File: src/rtl/cabac_pkg.sv
// Shared CABAC definitions: bin entry layout and
// inter_pred_idc context base indices.
package cabac_pkg;

  localparam int CTX_W_DEFAULT = 6;

  typedef struct packed {
    logic                     bin;
    logic [CTX_W_DEFAULT-1:0] ctx;
    logic                     bypass;
    logic                     last;
  } bin_entry_t;

  localparam logic [CTX_W_DEFAULT-1:0] IPI_CTX_BASE  = 6'd0;
  localparam logic [CTX_W_DEFAULT-1:0] IPI_CTX_L0L1  = 6'd4;
  localparam logic [CTX_W_DEFAULT-1:0] IPI_CTX_BI    = 6'd5;

endpackage

File: src/rtl/bin_fifo_mem.sv
// Bin FIFO storage: one synchronous write port and
// one asynchronous read port for fall-through output.
module bin_fifo_mem #(
  parameter int W     = 9,
  parameter int DEPTH = 16,
  parameter int AW    = $clog2(DEPTH)
) (
  input  logic          clk,
  input  logic          i_we,
  input  logic [AW-1:0] i_waddr,
  input  logic [W-1:0]  i_wdata,
  input  logic [AW-1:0] i_raddr,
  output logic [W-1:0]  o_rdata
);

  logic [W-1:0] r_mem [DEPTH];

  // write the pushed entry into its slot
  always_ff @(posedge clk) begin
    if (i_we) r_mem[i_waddr] <= i_wdata;
  end

  assign o_rdata = r_mem[i_raddr];

endmodule

File: src/rtl/bin_buffer.sv
// Elastic bin FIFO between binarizers and CABAC engine.
// Optional statistics counters: BIN_BUFFER_STATS_EN.
module bin_buffer
  import cabac_pkg::*;
#(
  parameter int DEPTH     = 16,
  parameter int CTX_W     = CTX_W_DEFAULT,
  parameter int AF_MARGIN = 4
) (
  input  logic                     clk,
  input  logic                     rst,
  input  logic                     flush,
  input  logic                     in_bin_valid,
  input  logic                     in_bin_value,
  input  logic [CTX_W-1:0]         in_ctx_idx,
  input  logic                     in_bypass,
  input  logic                     in_last,
  output logic                     out_valid,
  input  logic                     out_ready,
  output logic                     out_bin,
  output logic [CTX_W-1:0]         out_ctx_idx,
  output logic                     out_bypass,
  output logic                     out_last,
  output logic                     elem_avail,
  output logic [$clog2(DEPTH):0]   fill_level,
  output logic                     almost_full,
  output logic                     overflow
`ifdef BIN_BUFFER_STATS_EN
  ,
  output logic [31:0]              stat_bins,
  output logic [15:0]              stat_elems
`endif
);

  localparam int AW = $clog2(DEPTH);
  localparam logic [AW:0] ONE   = (AW+1)'(1);
  localparam logic [AW:0] AF_TH = (AW+1)'(DEPTH - AF_MARGIN);

  typedef struct packed {
    logic             bin;
    logic [CTX_W-1:0] ctx;
    logic             bypass;
    logic             last;
  } entry_t;

  logic [AW:0] r_wr_ptr;
  logic [AW:0] r_rd_ptr;
  logic [AW:0] r_fill;
  logic [AW:0] r_elem_cnt;
  logic        r_af;
  logic        r_ovf;

  logic        w_clr;
  logic        w_full;
  logic        w_empty;
  logic        w_pop;
  logic        w_push;
  logic        w_drop;
  logic        w_we;
  logic [AW:0] w_fill_nxt;
  logic [AW:0] w_elem_nxt;
  entry_t      w_wr_entry;
  entry_t      w_rd_entry;

  assign w_clr   = rst | flush;
  assign w_empty = (r_wr_ptr == r_rd_ptr);
  assign w_full  = (r_wr_ptr[AW] != r_rd_ptr[AW]) &&
                   (r_wr_ptr[AW-1:0] == r_rd_ptr[AW-1:0]);
  assign w_pop   = ~w_empty & out_ready;
  assign w_push  = in_bin_valid & (~w_full | w_pop);
  assign w_drop  = in_bin_valid & w_full & ~w_pop;
  assign w_we    = w_push & ~w_clr;

  assign w_wr_entry = '{bin:    in_bin_value,
                        ctx:    in_ctx_idx,
                        bypass: in_bypass,
                        last:   in_last};

  bin_fifo_mem #(
    .W     ($bits(entry_t)),
    .DEPTH (DEPTH),
    .AW    (AW)
  ) u_mem (
    .clk     (clk),
    .i_we    (w_we),
    .i_waddr (r_wr_ptr[AW-1:0]),
    .i_wdata (w_wr_entry),
    .i_raddr (r_rd_ptr[AW-1:0]),
    .o_rdata (w_rd_entry)
  );

  // next fill level and complete-element count
  always_comb begin
    w_fill_nxt = r_fill;
    w_elem_nxt = r_elem_cnt;
    if (w_push && !w_pop)      w_fill_nxt = r_fill + ONE;
    else if (w_pop && !w_push) w_fill_nxt = r_fill - ONE;
    if ((w_push && in_last) && !(w_pop && w_rd_entry.last))
      w_elem_nxt = r_elem_cnt + ONE;
    else if (!(w_push && in_last) && (w_pop && w_rd_entry.last))
      w_elem_nxt = r_elem_cnt - ONE;
  end

  // pointers, counters and flags; clear wins over push/pop
  always_ff @(posedge clk) begin
    if (w_clr) begin
      r_wr_ptr   <= '0;
      r_rd_ptr   <= '0;
      r_fill     <= '0;
      r_elem_cnt <= '0;
      r_af       <= 1'b0;
      r_ovf      <= 1'b0;
    end else begin
      if (w_push) r_wr_ptr <= r_wr_ptr + ONE;
      if (w_pop)  r_rd_ptr <= r_rd_ptr + ONE;
      r_fill     <= w_fill_nxt;
      r_elem_cnt <= w_elem_nxt;
      r_af       <= (w_fill_nxt >= AF_TH);
      if (w_drop) r_ovf <= 1'b1;
    end
  end

  assign out_valid   = ~w_empty;
  assign out_bin     = ~w_empty & w_rd_entry.bin;
  assign out_ctx_idx = w_empty ? '0 : w_rd_entry.ctx;
  assign out_bypass  = ~w_empty & w_rd_entry.bypass;
  assign out_last    = ~w_empty & w_rd_entry.last;
  assign elem_avail  = (r_elem_cnt != '0);
  assign fill_level  = r_fill;
  assign almost_full = r_af;
  assign overflow    = r_ovf;

`ifdef BIN_BUFFER_STATS_EN
  logic [31:0] r_stat_bins;
  logic [15:0] r_stat_elems;

  // lifetime totals; survive flush, cleared by rst only
  always_ff @(posedge clk) begin
    if (rst) begin
      r_stat_bins  <= '0;
      r_stat_elems <= '0;
    end else if (w_we) begin
      r_stat_bins <= r_stat_bins + 32'd1;
      if (in_last) r_stat_elems <= r_stat_elems + 16'd1;
    end
  end

  assign stat_bins  = r_stat_bins;
  assign stat_elems = r_stat_elems;
`endif

endmodule
File: config.mk
export PLATFORM = sky130hd
export DESIGN_NAME = bin_buffer
export DESIGN_NICKNAME = d
export VERILOG_FILES = /design/src/rtl/cabac_pkg.sv /design/src/rtl/bin_fifo_mem.sv /design/src/rtl/bin_buffer.sv
export SDC_FILE = /design/constraint.sdc
export NUM_CORES = 1
export LEC_CHECK = 0
export CAP_MARGIN = 15
export CORE_MARGIN = 2
export CORE_UTILIZATION = 55
export DETAILED_ROUTE_END_ITERATION = 12
export PLACE_DENSITY = 0.86
export SETUP_SLACK_MARGIN = 0.5
export SYNTH_ARGS = -nofsm -noshare
export SYNTH_HDL_FRONTEND = slang
export SYNTH_SLANG_ARGS = --single-unit
File: constraint.sdc
create_clock -name clk -period 4.7 [get_ports clk]
set_clock_uncertainty 0.2 [all_clocks]
set_input_delay 0.94 -clock clk [delete_from_list [all_inputs] [get_ports clk]]
set_output_delay 0.94 -clock clk [all_outputs]
set_load 0.01 [all_outputs]
==> impl_metrics.json, run 1 <==
{
  "criticalPathCategory": "flop to output port",
  "power_w": 0.003108,
  "post_route_cells_drive_above_1_share": 0.1881,
  "rsz0062_at_grt": "no",
  "ys.flop_type": "edfxtp_1",
  "antenna_found_initial": 0,
  "grt_pass1_vias": 3772,
  "post_cts_buffers": 0,
  "die_area_um2": 13950,
  "cp-start-kind": "flop",
  "setup-violations-final": 0,
  "fin_util": 0.6416,
  "crit_chain": "buf_4, mux4_2, mux4_2, and2_1, clkdlybuf4s50_1",
  "track_usage": 0.2175,
  "cts_max_path_buffers": 2,
  "synth_edf_count": 144,
  "cpPeakStageDelay_ps": 530,
  "drc": 0,
  "die_w_um": 118.1,
  "h-tree-depth": 4,
  "port_buffers": 31,
  "cts-root-buf": "clkbuf_16",
  "critPathBufInv": 2,
  "tns_ps": 0,
  "clk_pin_slew_ps": 60,
  "wl_per_cell_um": 23.99,
  "grt_max_degree": 33,
  "initial_core_util": 0.5653,
  "io_pins": 32,
  "design_area_um2": 8129,
  "nets": 449,
  "numCtsBuffers": 17,
  "status": "completed",
  "vias": 3723,
  "synth_cell_types": 45,
  "die_y_um": 118.1,
  "p_leak_nw": 2.663,
  "drtIter0Drc": 422,
  "syn_to_final_growth_pct": 13.48,
  "grt_pass1_wl_um": 22140,
  "hold_class": "flop to flop",
  "yosys_warnings": 0,
  "slowest_stage": "mux4_2",
  "path_max_fanout": 26,
  "place_congestion": 0.8221,
  "vias_per_cell": 6.123,
  "finalHoldViolations": 0,
  "rows": 41,
  "max_cap_violations": 0,
  "core-area_um2": 12670,
  "synth.avg_cell_area_um2": 18.56,
  "mostFrequentLayoutCells": "144 x edfxtp_1, 34 x mux4_2, 31 x clkdlybuf4s50_1",
  "ys_ff_latch": 170,
  "yosysSeqAreaShare": 0.6763,
  "async_flop_share": 0,
  "wl_um": 14580,
  "dp_hpwl_um": 8265,
  "critPathTopFamily": "multiplexers",
  "ant_nets": 0,
  "power_density_nw_per_um2": 382.3,
  "worstSkewPairLatency_ps": 420,
  "crit_path_end_kind": "output port",
  "worstPathArrival_ps": 2920,
  "worst_pin_slew_ps": 666.3,
  "fmaxAchievable_mhz": 246.2,
  "cts_hold_buf": 0,
  "syn_inst": 386,
  "dpl-instance-area_um2": 7538,
  "firstDrtPassIters": 5,
  "final_common_cell": "edfxtp_1",
  "slew_violations": 0,
  "ir_drop_v": 0.0003724,
  "syn-cell-area_um2": 7163,
  "cts_sinks": 170,
  "num_antenna_cells": 0,
  "overflow": 0,
  "cts_tree": "yes",
  "fin_crit_ps": 4062,
  "period_share": 0.8642,
  "cpMostUsedCell": "mux4_2",
  "required_ps": 3560,
  "slew-limit-headroom": 0.5558,
  "syn-num-nets": 412
}
## layout make-up
cell class                      count  area, µm²
Clock buffer                       20      436.7
Clock inverter                     12      115.1
Fill cell                         827       4542
Inverter                            6      22.52
Multi-Input combinational cell    192       2115
Sequential cell                   170       4847
Tap cell                          172      215.2
Timing Repair Buffer               36      377.9
## worst paths after layout
path,from,to,slack [ps],cells after the start
worst max-delay path,flop,out_bypass,640,5
worst min-delay path,r_elem_cnt[4],r_elem_cnt[4],300,2
worst max register to register,flop,r_elem_cnt[4],920,12
worst min register to register,r_elem_cnt[4],r_elem_cnt[4],300,2
## report_power, final
group / internal [W] / switching, W
Sequential: 0.00164 / 0.00000763
Combinational: 0.0000663 / 0.0000759
Clock: 0.000737 / 0.000580
Total: 0.00244 / 0.000664
## stage by stage
stage                     hold WS (ps)  worst slack, ps  cells
after CTS                        299.3            509.0    607
after global routing             329.6            542.8    608
after global placement           273.5            765.2    575
after detailed placement         268.6            705.8    575
final                            296.4            638.2    608
after floorplan                  258.5             1259    386
## registers in the layout (all words and copies together), names as in the netlist, named ones only
name and flops:
u_mem.r_mem 144, fill_level 5, r_elem_cnt 5, r_rd_ptr 5, overflow 1, r_wr_ptr 5, almost_full 1
## synth_stat cells, types with 7 or more instances
cell type,n,area share
mux4_2,34,0.11
xor2_1,13,0.016
dfxtp_1,26,0.073
and2_1,28,0.024
mux4_1,11,0.040
ha_1,11,0.019
edfxtp_1,144,0.60
nor2_1,26,0.014
a21oi_1,11,0.0077
nand2_1,7,0.0037
buf_6,8,0.013
## per-layer routing
layer	global-route usage	share of wire	wire length, µm
met5	0	0	0
met4	0.08208	0.019	274
met3	0.05620	0.075	1088
met2	0.3631	0.51	7497
met1	0.2750	0.39	5723
## cell families (layout without fill, tap and decap cells)
kind of cell | count (synthesis) | in the layout | share of synthesized area
xor+xnor | 21 | 21 | 0.02777
compound gates | 24 | 24 | 0.02358
buf+inv | 24 | 74 | 0.02847
fa+ha+maj | 12 | 12 | 0.02201
mux | 50 | 50 | 0.1542
simple gates | 85 | 85 | 0.06760
flops | 170 | 170 | 0.6763
## worst min-delay path, cell delays in order, from the launching register on
cell and delay [ps]:
dfxtp_1 320, o21ai_0 70, a21oi_1 60
## timing repair
item | CTS | global route
cloned | 0 | 1
gates resized for setup | 3 | 1
setup endpoints to repair | 8 | 6
No activity file was read; power rests on OpenSTA's default activity.
==> run 2: changes to the inputs <==
--- a/config.mk
+++ b/config.mk
@@ -9,7 +9,8 @@
 export CORE_MARGIN = 2
 export CORE_UTILIZATION = 55
 export DETAILED_ROUTE_END_ITERATION = 12
-export PLACE_DENSITY = 0.86
+export HOLD_SLACK_MARGIN = 0.15
+export PLACE_DENSITY = 0.83
 export SETUP_SLACK_MARGIN = 0.5
 export SYNTH_ARGS = -nofsm -noshare
 export SYNTH_HDL_FRONTEND = slang
==> constraint.sdc (replaced) <==
create_clock -name clk -period 4.1 [get_ports clk]
set_clock_uncertainty 0.2 [all_clocks]
set_input_delay 0.82 -clock clk [delete_from_list [all_inputs] [get_ports clk]]
set_output_delay 0.82 -clock clk [all_outputs]
set_load 0.01 [all_outputs]
==> impl_metrics.json, run 2 (same netlist as run 1, synthesis figures left out) <==
{
  "status": "completed",
  "period_share": 0.8995,
  "num_antenna_cells": 0,
  "vias_per_cell": 6.038,
  "mostFrequentLayoutCells": "144 x edfxtp_1, 39 x mux4_2, 29 x buf_4",
  "crit_path_end": "out_ctx_idx[0]",
  "cts-root-buf": "clkbuf_16",
  "cts_sinks": 170,
  "io_pins": 32,
  "die_w_um": 118.1,
  "h-tree-depth": 4,
  "overflow": 0,
  "post_route_cells_drive_above_1_share": 0.2774,
  "final_common_cell": "edfxtp_1",
  "clk_pin_slew_ps": 70,
  "path_max_fanout": 7,
  "grt_pass1_wl_um": 23120,
  "tns_ps": 0,
  "criticalPathCategory": "flop to output port",
  "ant_nets": 0,
  "grt_pass1_vias": 3828,
  "worstPathArrival_ps": 2670,
  "fmaxAchievable_mhz": 271.2,
  "power_density_nw_per_um2": 431.6,
  "drtIter0Drc": 327,
  "setup-violations-final": 0,
  "crit_path_end_kind": "output port",
  "core-area_um2": 12670,
  "pre_cts_ws_ps": 371.0,
  "die_area_um2": 13950,
  "antenna_found_initial": 0,
  "worstSkewPairLatency_ps": 430,
  "required_ps": 3080,
  "numCtsBuffers": 17,
  "hold_class": "flop to flop",
  "drc": 0,
  "firstDrtPassIters": 6,
  "wl_um": 15340,
  "rsz0062_at_grt": "yes",
  "finalHoldViolations": 0,
  "slew-limit-headroom": 0.5901,
  "reg2reg_slack_ps": 470,
  "cts_tree": "yes",
  "rows": 41,
  "critPathTopFamily": "multiplexers",
  "fillers": 815,
  "track_usage": 0.2298,
  "path_depth": 8,
  "slew_violations": 0,
  "r2r-end": "r_elem_cnt[4]",
  "syn_to_final_growth_pct": 17.78,
  "initial_core_util": 0.5653,
  "max_cap_violations": 0,
  "cpMostUsedCell": "buf_4",
  "regMostFlops": "u_mem.r_mem",
  "largest_reg_flops": 144,
  "port_buffers": 31,
  "worst_pin_slew_ps": 612.9,
  "cts_max_path_buffers": 2,
  "p_leak_nw": 2.924,
  "fin_crit_ps": 3688,
  "vias": 3846,
  "place_congestion": 0.8037,
  "slowest_stage": "mux4_2",
  "cpPeakStageDelay_ps": 470,
  "ir_drop_v": 0.0002729,
  "wl_per_cell_um": 24.08,
  "crit_chain": "buf_4, buf_12, buf_4, buf_4, mux4_2, mux4_2, and2_1, dlygate4sd2_1",
  "dp_hpwl_um": 8771,
  "nets": 478,
  "die_y_um": 118.1,
  "cts_hold_buf": 0,
  "grt_max_degree": 21,
  "timing.final.ws_setup_ps": 412.2,
  "r2r_cells": 14,
  "critPathBufInv": 5,
  "cp-start-kind": "flop"
}
run 2: cell count changes in the layout (fill, tap and decap cells not counted), moves of 3 or more:
cell | previous run | this run
clkdlybuf4s50_1 | 31 | 22
buf_4 | 3 | 29
mux4_2 | 34 | 39
dlymetal6s2s_1 | 0 | 5
mux4_1 | 11 | 6
clkbuf_1 | 3 | 0
run 2: how the worst min path moves through the flow:
stage	slack (ps)	cells after the start	to	start
after floorplan	260	2	r_elem_cnt[4]	r_elem_cnt[4]
after global placement	270	2	overflow	overflow
after detailed placement	280	2	overflow	overflow
after CTS	300	2	overflow	overflow
after global routing	350	2	overflow	overflow
final	300	2	overflow	overflow
run 2: power by group:
part | leakage, nW | internal, W | switching, W
clock network | 0.281 | 0.000860 | 0.000705
logic | 1.14 | 0.0000904 | 0.0000961
registers | 1.51 | 0.00188 | 0.00000928
run 2: metal layers:
| layer | GRT usage | part of all wire |
|---|---|---|
| met2 | 0.3602 | 0.50 |
| met3 | 0.04506 | 0.052 |
| met5 | 0 | 0 |
| met4 | 0.1039 | 0.030 |
| met1 | 0.3151 | 0.42 |
run 2: metrics by stage:
stage | total power (W) | hold slack [ps] | utilization | std cells | instance area [µm²]
after detailed placement | 0.002090 | 276.9 | 0.5991 | 582 | 7591
after floorplan | 0.002019 | 258.5 | - | 386 | 7163
final | 0.003641 | 298.6 | 0.6658 | 637 | 8437
after global routing | 0.003736 | 352.9 | 0.6658 | 637 | 8437
after CTS | 0.003635 | 302.3 | 0.6523 | 621 | 8265
after global placement | 0.002082 | 270.4 | 0.5991 | 582 | 7591
run 2: cell type report:
type / count / area, µm² / area share
Clock buffer: 17 / 425.4 / 0.05042
Tap cell: 172 / 215.2 / 0.02551
Multi-Input combinational cell: 192 / 2138 / 0.2534
Inverter: 6 / 25.02 / 0.002966
Clock inverter: 15 / 156.4 / 0.01854
Timing Repair Buffer: 65 / 626.9 / 0.07430
Sequential cell: 170 / 4850 / 0.5748
run 2: timing repair:
| action | 4_1_cts | 5_1_grt |
|---|---|---|
| gates cloned | 1 | 0 |
| pin swaps | 0 | 5 |
| buffers inserted | 6 | 16 |
| gates resized for setup | 23 | 19 |
| endpoints found under the setup margin | 10 | 11 |
run 2: worst register-to-register path: cells and delay by family, from the launching register on:
| family | cells | cell delay, ps |
|---|---|---|
| mux | 2 | 990 |
| simple gates | 3 | 630 |
| fa+ha+maj | 2 | 500 |
| compound gates | 3 | 420 |
| flops | 1 | 400 |
| buf+inv | 3 | 300 |
| xor+xnor | 1 | 100 |
